<file path="src/rtl/regfile_wb_ctrl.sv">
`default_nettype none
// ============================================================================
// Module      : regfile_wb_ctrl
// Description : Write-back initiator for the 16-bit CPU register file.
//               Two producers (ALU, load unit) hand results over valid/ready.
//               Accepted results are buffered in a small FIFO, and the FIFO
//               drains one register write per cycle through a registered
//               output stage. A per-register pending scoreboard lets the issue
//               stage stall on read-after-write hazards.
//
// Ports       : clock, reset_n            - clock, async active-low reset
//               alu_valid/rd/data/ready   - ALU result handshake
//               ld_valid/rd/data/ready    - load result handshake
//               RD, WriteData, RegWrite   - registered register-file write port
//               pending[7:0]              - register r has a write in flight
//               fwd_rs, fwd_hit, fwd_data - youngest in-flight value lookup
//
// Parameters  : DEPTH   - FIFO entries (power of two, 2..16)
//               DROP_R0 - 1: results for register 0 are accepted, then dropped
//
// Option      : REGWB_FORWARD_EN - when defined, fwd_hit/fwd_data report the
//               youngest in-flight value for fwd_rs; otherwise both tie to 0.
//
// Revision    : 1.0 - initial release
// ============================================================================
module regfile_wb_ctrl #(
    parameter int DEPTH   = 4,
    parameter int DROP_R0 = 0
) (
    input  logic        clock,
    input  logic        reset_n,
    input  logic        alu_valid,
    input  logic [2:0]  alu_rd,
    input  logic [15:0] alu_data,
    output logic        alu_ready,
    input  logic        ld_valid,
    input  logic [2:0]  ld_rd,
    input  logic [15:0] ld_data,
    output logic        ld_ready,
    output logic [2:0]  RD,
    output logic [15:0] WriteData,
    output logic        RegWrite,
    output logic [7:0]  pending,
    input  logic [2:0]  fwd_rs,
    output logic        fwd_hit,
    output logic [15:0] fwd_data
);

    localparam int c_AW = $clog2(DEPTH);
    localparam int c_CW = c_AW + 1;
    localparam logic [c_CW-1:0] c_FULL = c_CW'(DEPTH);

    // FIFO storage (not reset: validity is carried by the count)
    logic [2:0]      r_mem_rd   [DEPTH];
    logic [15:0]     r_mem_data [DEPTH];

    logic [c_AW-1:0] r_wptr_q, r_wptr_d;
    logic [c_AW-1:0] r_rptr_q, r_rptr_d;
    logic [c_CW-1:0] r_cnt_q,  r_cnt_d;
    logic            r_prefer_ld_q, r_prefer_ld_d;  // round-robin pointer, 0 = ALU
    logic            r_ov_q,   r_ov_d;              // output stage valid
    logic [2:0]      r_rd_q,   r_rd_d;
    logic [15:0]     r_wd_q,   r_wd_d;

    logic            w_full;
    logic            w_grant_alu;
    logic            w_grant_ld;
    logic [2:0]      w_acc_rd;
    logic [15:0]     w_acc_data;
    logic            w_enq;
    logic            w_pop;

    // ------------------------------------------------------------------
    // Arbitration: a single accept per cycle. A full FIFO refuses both
    // sources even when a pop happens in the same cycle, keeping ready
    // independent of the drain path.
    // ------------------------------------------------------------------
    always_comb begin
        w_full      = (r_cnt_q == c_FULL);
        w_grant_alu = alu_valid && !w_full && (!ld_valid || !r_prefer_ld_q);
        w_grant_ld  = ld_valid  && !w_full && !w_grant_alu;
        w_acc_rd    = w_grant_ld ? ld_rd   : alu_rd;
        w_acc_data  = w_grant_ld ? ld_data : alu_data;
        // Register-0 results still complete their handshake when dropped.
        w_enq       = (w_grant_alu || w_grant_ld) &&
                      !((DROP_R0 != 0) && (w_acc_rd == 3'd0));
        // The output stage takes the head every cycle the FIFO holds data.
        w_pop       = (r_cnt_q != '0);
    end

    assign alu_ready = w_grant_alu;
    assign ld_ready  = w_grant_ld;

    // ------------------------------------------------------------------
    // Next-state logic
    // ------------------------------------------------------------------
    always_comb begin
        r_wptr_d      = r_wptr_q;
        r_rptr_d      = r_rptr_q;
        r_cnt_d       = r_cnt_q;
        r_prefer_ld_d = r_prefer_ld_q;
        r_ov_d        = w_pop;
        r_rd_d        = r_rd_q;
        r_wd_d        = r_wd_q;

        if (w_enq) begin
            r_wptr_d = r_wptr_q + c_AW'(1);
        end
        if (w_pop) begin
            r_rptr_d = r_rptr_q + c_AW'(1);
            r_rd_d   = r_mem_rd[r_rptr_q];
            r_wd_d   = r_mem_data[r_rptr_q];
        end

        unique case ({w_enq, w_pop})
            2'b10:   r_cnt_d = r_cnt_q + c_CW'(1);
            2'b01:   r_cnt_d = r_cnt_q - c_CW'(1);
            default: r_cnt_d = r_cnt_q;
        endcase

        // Point away from whichever source just won, dropped or not.
        if (w_grant_alu) begin
            r_prefer_ld_d = 1'b1;
        end else if (w_grant_ld) begin
            r_prefer_ld_d = 1'b0;
        end
    end

    always_ff @(posedge clock or negedge reset_n) begin
        if (!reset_n) begin
            r_wptr_q      <= '0;
            r_rptr_q      <= '0;
            r_cnt_q       <= '0;
            r_prefer_ld_q <= 1'b0;
            r_ov_q        <= 1'b0;
            r_rd_q        <= '0;
            r_wd_q        <= '0;
        end else begin
            r_wptr_q      <= r_wptr_d;
            r_rptr_q      <= r_rptr_d;
            r_cnt_q       <= r_cnt_d;
            r_prefer_ld_q <= r_prefer_ld_d;
            r_ov_q        <= r_ov_d;
            r_rd_q        <= r_rd_d;
            r_wd_q        <= r_wd_d;
        end
    end

    always_ff @(posedge clock) begin
        if (w_enq) begin
            r_mem_rd[r_wptr_q]   <= w_acc_rd;
            r_mem_data[r_wptr_q] <= w_acc_data;
        end
    end

    // RD/WriteData hold the last issued write while idle.
    assign RD        = r_rd_q;
    assign WriteData = r_wd_q;
    assign RegWrite  = r_ov_q;

    // ------------------------------------------------------------------
    // Pending scoreboard: entries are walked by age from the read pointer;
    // only the first r_cnt_q slots hold live results.
    // ------------------------------------------------------------------
    always_comb begin
        pending = '0;
        if (r_ov_q) begin
            pending[r_rd_q] = 1'b1;
        end
        for (int i = 0; i < DEPTH; i++) begin
            if (c_CW'(i) < r_cnt_q) begin
                pending[r_mem_rd[r_rptr_q + c_AW'(i)]] = 1'b1;
            end
        end
    end

`ifdef REGWB_FORWARD_EN
    // Scan oldest to youngest so the youngest match is the one that sticks;
    // the output stage is older than anything still in the FIFO.
    always_comb begin
        fwd_hit  = 1'b0;
        fwd_data = '0;
        if (r_ov_q && (r_rd_q == fwd_rs)) begin
            fwd_hit  = 1'b1;
            fwd_data = r_wd_q;
        end
        for (int i = 0; i < DEPTH; i++) begin
            if ((c_CW'(i) < r_cnt_q) &&
                (r_mem_rd[r_rptr_q + c_AW'(i)] == fwd_rs)) begin
                fwd_hit  = 1'b1;
                fwd_data = r_mem_data[r_rptr_q + c_AW'(i)];
            end
        end
    end
`else
    logic w_unused_fwd_rs;
    assign w_unused_fwd_rs = ^fwd_rs;
    assign fwd_hit         = 1'b0;
    assign fwd_data        = '0;
`endif

endmodule
`default_nettype wire
</file>
<file path="config.mk">
export PLATFORM = sky130hd
export DESIGN_NAME = regfile_wb_ctrl
export DESIGN_NICKNAME = d
export VERILOG_FILES = /design/src/rtl/regfile_wb_ctrl.sv
export SDC_FILE = /design/constraint.sdc
export NUM_CORES = 1
export LEC_CHECK = 0
export CORE_ASPECT_RATIO = 0.5
export CORE_UTILIZATION = 47
export DETAILED_ROUTE_END_ITERATION = 7
export PLACE_DENSITY = 0.86
export REMOVE_ABC_BUFFERS = 1
export SYNTH_ARGS = -nofsm -noshare
export SYNTH_HDL_FRONTEND = slang
export SYNTH_SLANG_ARGS = --single-unit
</file>
<file path="constraint.sdc">
create_clock -name clock -period 2.1 [get_ports clock]
set_clock_uncertainty 0.2 [all_clocks]
set_input_delay 0.42 -clock clock [delete_from_list [all_inputs] [get_ports clock]]
set_output_delay 0.42 -clock clock [all_outputs]
set_load 0.05 [all_outputs]
</file>
# == Word-level counts from Yosys, hierarchy flattened ==
# Memory sizes are Yosys's and may differ from the RTL's. A register that Yosys moved wholly into a read port is not among the register bits.
# Cells that the tools add are included.
# Widths: inputs -> output; s select.
# word_totals
reg_bits,12
mem_bits_rw,76
mem_count,2
wordCells,76
# op_classes
mux,22
add_sub_neg,6
n_eq_ne,3
n_reduce_logical,19
bitwise,4
order_cmp,14
# memory_table
name,words,width,rd,rd_clocked_by_memory_dff,write_ports,line_no,rtl
r_mem_data,4,16,1,1,1,55,logic [15:0] r_mem_data [DEPTH];
r_mem_rd,4,3,4,0,1,54,logic [2:0] r_mem_rd [DEPTH];
# op_table
op,n
$mux 8,5
$or 8x8->8,4
$lt 3x4->1 const B,5
$mux 16,1
$demux 1 s3,5
$ge 3x1->1 const B,5
$logic_and 1x1->1,9
$mux 1,9
$lt 1x3->1 const A,2
$lt 2x3->1 const A,2
$pmux 3 s2,1
$logic_not 1->1,5
$add 2x1->2 const B,2
$add 2x2->2 const B,2
$reduce_bool 2->1,2
$add 3x1->3 const B,1
$eq 3x3->1 const B,1
$mux 3,1
$reduce_bool 3->1,1
$sub 3x1->3 const B,1
$eq 2x1->1 const B,1
$eq 2x2->1 const B,1
$logic_or 1x1->1,2

# == Longest topological paths before layout ==
# Gate-level depths: netlist of run 1.
# depth
word_depth,13
depth_mapped,9

# == Worst setup path after synthesis of run 1 ==
# OpenSTA, ideal clock, no wires.
# synth_timing
path_type,flip-flop to output port
start,reg r_rptr_q[0]
end,out pending[5]
arrival_ns,2.032
path_buffers,2
stages_incl_launch_ff,6
path_slack_ns,-0.552
cell_sequence,dfrtp_1 buf_6 clkbuf_8 mux4_2 and3b_1 or4_1
# synth_between
elab_chain_len,13
# synth_rtl
item,line_no,rtl
"start, declared",58,"logic [c_AW-1:0] r_rptr_q, r_rptr_d;"
"start signal, assigned",140,r_rptr_q <= r_rptr_d;
$mem_v2 4x3 (*),--,
$lt 3x4->1 (implied by the code) or $ge 3x1->1 (tied branches),172,pending[r_mem_rd[r_rptr_q + c_AW'(i)]] = 1'b1;
$logic_and 1x1->1 (implied by the code),172,
$mux 1 (implied by the code),172,
$demux 1 s3,172,
$or 8x8->8 (no source line),--,
$mux 8,171,if (c_CW'(i) < r_cnt_q) begin
$or 8x8->8 (no source line),--,
$mux 8,171,
$or 8x8->8 (no source line),--,
$mux 8,171,
$or 8x8->8 (no source line),--,
$mux 8 (*),171,
"end, declared",43,"output logic [7:0] pending,"
# Mark *: on every way between the ends. The rest lies on a longest branch, timed or not.

# == Worst setup path in the final report of run 1 ==
# layout_timing
start,reg r_rptr_q[1]
end,out pending[3]
# Same word-level chain as after synthesis.

==> results of run 1 <==
state kept, by name, summed over array words and instances, names as in the netlist:
name	cells
r_rptr_q	2
r_mem_rd	12
r_cnt_q	3
r_prefer_ld_q	1
r_wptr_q	2
WriteData	16
RegWrite	1
r_mem_data	64
RD	3
worst paths after layout:
check | start | to | slack (ps) | depth (start not counted)
min | reset_n | WriteData[13] | 290 | 2
min in group clock | WriteData[7] | WriteData[7] | 300 | 1
min reg2reg | WriteData[7] | WriteData[7] | 300 | 1
max | r_rptr_q[1] | pending[3] | -930 | 5
max reg2reg | r_cnt_q[1] | r_mem_data[1][4] | -160 | 10
max in group asynchronous | reset_n | r_rptr_q[0] | 1080 | 2
area by class of cell:
type	instances	area, µm²
Fill cell	632	3200
Sequential cell	104	2980
Multi-Input combinational cell	185	2030
Timing Repair Buffer	146	1490
Clock buffer	9	225
Tap cell	140	175
Clock inverter	7	66.3
Inverter	7	46.3
cell families after synthesis:
group / share of synthesized area (%)
simple gates: 7.67
buf+inv: 4.62
fa+ha+maj: 2.02
flops: 60.1
other cells: 0.0756
xor+xnor: 1.06
compound gates: 2.65
mux: 21.8
per-stage QoR:
step	hold slack, ps	setup slack, ps	util (%)	cells	setup TNS, ps
final	294	-929	68.7	598	-15610
after global routing	315	-997	68.7	598	-19640
after CTS	275	-876	66.8	589	-7230
after detailed placement	298	-538	60.7	563	-18620
after global placement	293	-514	60.7	563	-10930
after floorplan	-75.6	-1370	-	296	-28880
layout by cell type, fill, tap and decap left out, types with 4 or more instances in the layout:
master and count:
edfxtp_1 76, buf_4 67, clkdlybuf4s50_1 41, conb_1 17
and2_4 5, nor2b_1 4, mux2_2 18, buf_12 12
dlygate4sd2_1 5, o21ai_1 4, nand3b_1 5, clkbuf_16 10
ha_1 6, nand4_1 5, mux4_1 5, nor2_1 7
mux4_2 23, mux2_4 19, dfrtp_1 27, nand2_1 10
nand2b_1 6, buf_6 15
repair_timing:
action / CTS / global route
pin swaps: 11 / 10
endpoints found under the setup margin: 176 / 177
gates cloned: 2 / 2
gates resized for setup: 65 / 35
hold buffers: 0 / 0
buffers inserted: 10 / 9
synth_stat cells (all sizes together), types with 2 or more instances:
cell type / instances / share of area [%]
nand2: 13 / 0.98
nor3b: 3 / 0.45
xnor2: 4 / 0.71
nor3: 2 / 0.20
xor2: 2 / 0.35
or3: 3 / 0.38
a32oi: 3 / 0.53
inv: 7 / 0.53
dfrtp: 28 / 14
ha: 8 / 2.0
mux4: 28 / 13
clkbuf: 4 / 0.50
mux2: 37 / 8.4
nand3b: 5 / 0.76
nand2b: 6 / 0.76
nand3: 4 / 0.40
or4: 2 / 0.30
o21ai: 7 / 0.71
nor2b: 4 / 0.50
and3: 2 / 0.25
edfxtp: 76 / 46
and2: 6 / 0.78
buf: 25 / 3.6
nand4: 5 / 0.63
a21oi: 3 / 0.30
nor2: 9 / 0.68
worst max-delay path, delay by kind of cell (launching register included):
kind | cells | cell delay, ps
muxes | 1 | 530
and+or+nand+nor | 2 | 740
DFF | 1 | 440
buffers and inverters | 2 | 330
per-layer routing:
layer | track usage, % | vias to the layer above
met5 | 0 | -
met4 | 11.7 | 0
met3 | 4.30 | 20
met2 | 46.3 | 164
met1 | 30.0 | 1760
li1 | - | 1455
==> flow_summary.toml, run 1 <==
[clock_tree]
worstSkewPairLatency_ps = 350
cts.htree.levels = 3
cts_sinks = 104
cts_made_buffers = 9
max-clock-path-buffers = 2
cts_tree = "built"
cts_root_buf = "clkbuf_16"
path_clk_slew_ps = 80

[setup_path]
critPathMaxFanout = 4
crit_chain = "buf_4 > mux4_2 > and3_1 > or4_4 > buf_6"
arrival_ps = 2410
crit_path_start_kind = "flop"
worstSetupEndpointType = "output pin"
crit_slowest_cell = "or4_4"
critical_path_class = "flop to output pin"
max_stage_delay_ps = 540
cp.required_ps = 1480

[routing]
drtIter0Drc = 253
drt-total-wl_um = 14200
vias = 3399
route.met2.wl_um = 7420
vias_per_cell = 5.68
highest_layer = "met4"
wl_met3_um = 808
final_antenna_net_count = 0
remaining_drc_errors = 0
firstDrtPassIters = 4
wl_per_cell_um = 23.8
met1_length_um = 5700

[yosys]
ys_ff_latch = 104
netlist_instances = 309
synth_edf_count = 76
async_flop_share_pct = 26.9
ys.flop_type = "edfxtp_1"
ys_warn_count = 0
avgSynthCellArea_um2 = 16.1
synthDistinctLibCells = 46
synth_area_mm2 = 0.00496
ys_seq_area_share_pct = 60.1

[min_path]
hold_class = "input port to async pin"

[job]
drv_cap = 0

[run_status]
failed_checks = "setup timing"
outcome = "finished, violations left"

[die]
core_mm2 = 0.0102
io_pins = 92
dieWidth_um = 147
die_h_um = 74.6
rows = 26
start_util_pct = 48.6
die-area_mm2 = 0.0110

[finish]
n_antenna_cell = 0
syn_to_final_growth_pct = 41.4
final_area_mm2 = 0.00701
drive_above_1_share_pct = 44.8
nets = 506

[placed_design]
placed_area_mm2 = 0.00620
io_buffers = 71
place_hpwl_um = 7520
place_congestion = 0.863

[timing]
period_needed_ps = 3030
slew_viol_final = 0
fin_ws_ps = -929
fmax_ghz = 0.330
worstMarginPinSlew_ps = 523
rsz0062_at_grt = "true"
relSlewSlack_pct = 65.3
final-hold-violation-count = 0
final-setup-viol-count = 95
period_share_pct = 144

[global_route]
grtUsageTotal_pct = 25.2
antenna_found_initial = 0
grt_max_degree = 29
grt_pass1_wl_um = 19800
grt_pass1_vias = 3423
overflow = 0
Power of run 1 is not shown: default switching activity piles up to over one toggle a cycle in this logic, so the estimate is an artifact.
==> run 2: changes to the inputs <==
--- a/config.mk
+++ b/config.mk
@@ -6,6 +6,7 @@
 export NUM_CORES = 1
 export LEC_CHECK = 0
 export CORE_ASPECT_RATIO = 0.5
+export CORE_MARGIN = 1.5
 export CORE_UTILIZATION = 47
 export DETAILED_ROUTE_END_ITERATION = 7
 export PLACE_DENSITY = 0.86
==> run 2 against run 1 <==
The run still ends with setup timing left; highest routed layer unchanged; cell count shrank 0.84%; worst setup slack improved by 68 ps; largest cell class unchanged; non-clock buffer count fell by 5; count of clock-buffer cells in the layout increased by 2.
==> flow_summary.toml, run 2 (synthesis results as in run 1) <==
[clock_tree]
cts_tree = "built"
cts_sinks = 104
max-clock-path-buffers = 2
cts.htree.levels = 3
cts_root_buf = "clkbuf_16"
cts_made_buffers = 9
path_clk_slew_ps = 70
worstSkewPairLatency_ps = 350

[die]
core_mm2 = 0.0102
rows = 26
die_h_um = 75.6
start_util_pct = 48.4
die-area_mm2 = 0.0112
io_pins = 92
dieWidth_um = 148

[placed_design]
post-place-ws_ps = -573
place_congestion = 0.895
placed_area_mm2 = 0.00613
place_hpwl_um = 7460
io_buffers = 71

[setup_path]
arrival_ps = 2340
worstSetupEndpointType = "output pin"
crit_chain = "buf_6 > mux4_2 > and3_1 > or4_4 > buf_6"
crit_family = "simple AND/OR/NAND/NOR gates"
crit_top_cell = "buf_6"
critical_path_class = "flop to output pin"
max_stage_delay_ps = 550
cp_num_buf_inv = 2
crit_path_start_kind = "flop"
crit_slowest_cell = "or4_4"
cp.required_ps = 1480
critPathMaxFanout = 4

[timing]
slew_viol_final = 0
rsz0062_at_grt = "true"
final-hold-violation-count = 0
period_share_pct = 141
period_needed_ps = 2960
fin_ws_ps = -861
fmax_ghz = 0.338
worstMarginPinSlew_ps = 523
final-setup-viol-count = 27
relSlewSlack_pct = 65.3
tns_ps = -6970

[finish]
final_cell_mix = "edfxtp_1 (76), buf_4 (56), clkdlybuf4s50_1 (41)"
final_area_mm2 = 0.00692
largest_register = "r_mem_data"
syn_to_final_growth_pct = 39.5
n_antenna_cell = 0
largest_reg_flops = 64
utilization_pct = 67.5
fill_cells = 648
drive_above_1_share_pct = 44.4
final_common_cell = "edfxtp_1"
nets = 501

[global_route]
grt_pass1_wl_um = 16900
grt_pass1_vias = 3282
grtUsageTotal_pct = 20.7
overflow = 0
grt_max_degree = 29
antenna_found_initial = 0

[job]
drv_cap = 0

[min_path]
hold_class = "input port to async pin"

[run_status]
outcome = "finished, violations left"
failed_checks = "setup timing"

[routing]
wl_per_cell_um = 19.5
final_antenna_net_count = 0
remaining_drc_errors = 0
vias = 3233
firstDrtPassIters = 4
drtIter0Drc = 187
drt-total-wl_um = 11500
vias_per_cell = 5.45
-- run 2: timing repair --
| item | 4_1_cts | 5_1_grt |
|---|---|---|
| pin swaps | 9 | 11 |
| setup buffers | 7 | 15 |
| hold buffers | 0 | 0 |
| resized for setup | 45 | 52 |
| endpoints found under the setup margin | 172 | 91 |
| cloned | 0 | 2 |
-- run 2: final timing paths --
check                      cells past startpoint         start  slack, ps            end
setup / recovery                               5   r_rptr_q[1]       -860     pending[3]
hold reg to reg                                1  WriteData[1]        310   WriteData[1]
setup reg to reg                              12    r_cnt_q[1]        -40     r_cnt_q[2]
max in group asynchronous                      2       reset_n       1120    r_rptr_q[0]
hold / removal                                 2       reset_n        260  WriteData[13]
min in group clock                             1  WriteData[1]        310   WriteData[1]
-- run 2: area by class of cell --
class	count	area, µm²	share of cell area [%]
clock inverter	5	40.0	0.579
clock buffer	11	243	3.51
multi-input combinational	185	2000	29.0
timing repair buffer	141	1440	20.8
tap	140	175	2.53
inverter	7	33.8	0.488
sequential	104	2990	43.2
-- run 2: per-layer routing --
metal	up-vias	track usage, %	routed length (µm)
met2	100	39.9	6260
li1	1449	-	-
met1	1661	23.1	4660
met4	0	8.47	204
met5	-	0	0
met3	23	4.79	408
-- run 2: stage by stage --
| step | std cells | hold slack, ps |
|---|---|---|
| after detailed placement | 557 | 298 |
| after CTS | 579 | 269 |
| after global placement | 557 | 292 |
| after global routing | 593 | 323 |
| after floorplan | 296 | -75.6 |
| final | 593 | 261 |
Power of run 2 is left out for the same reason.
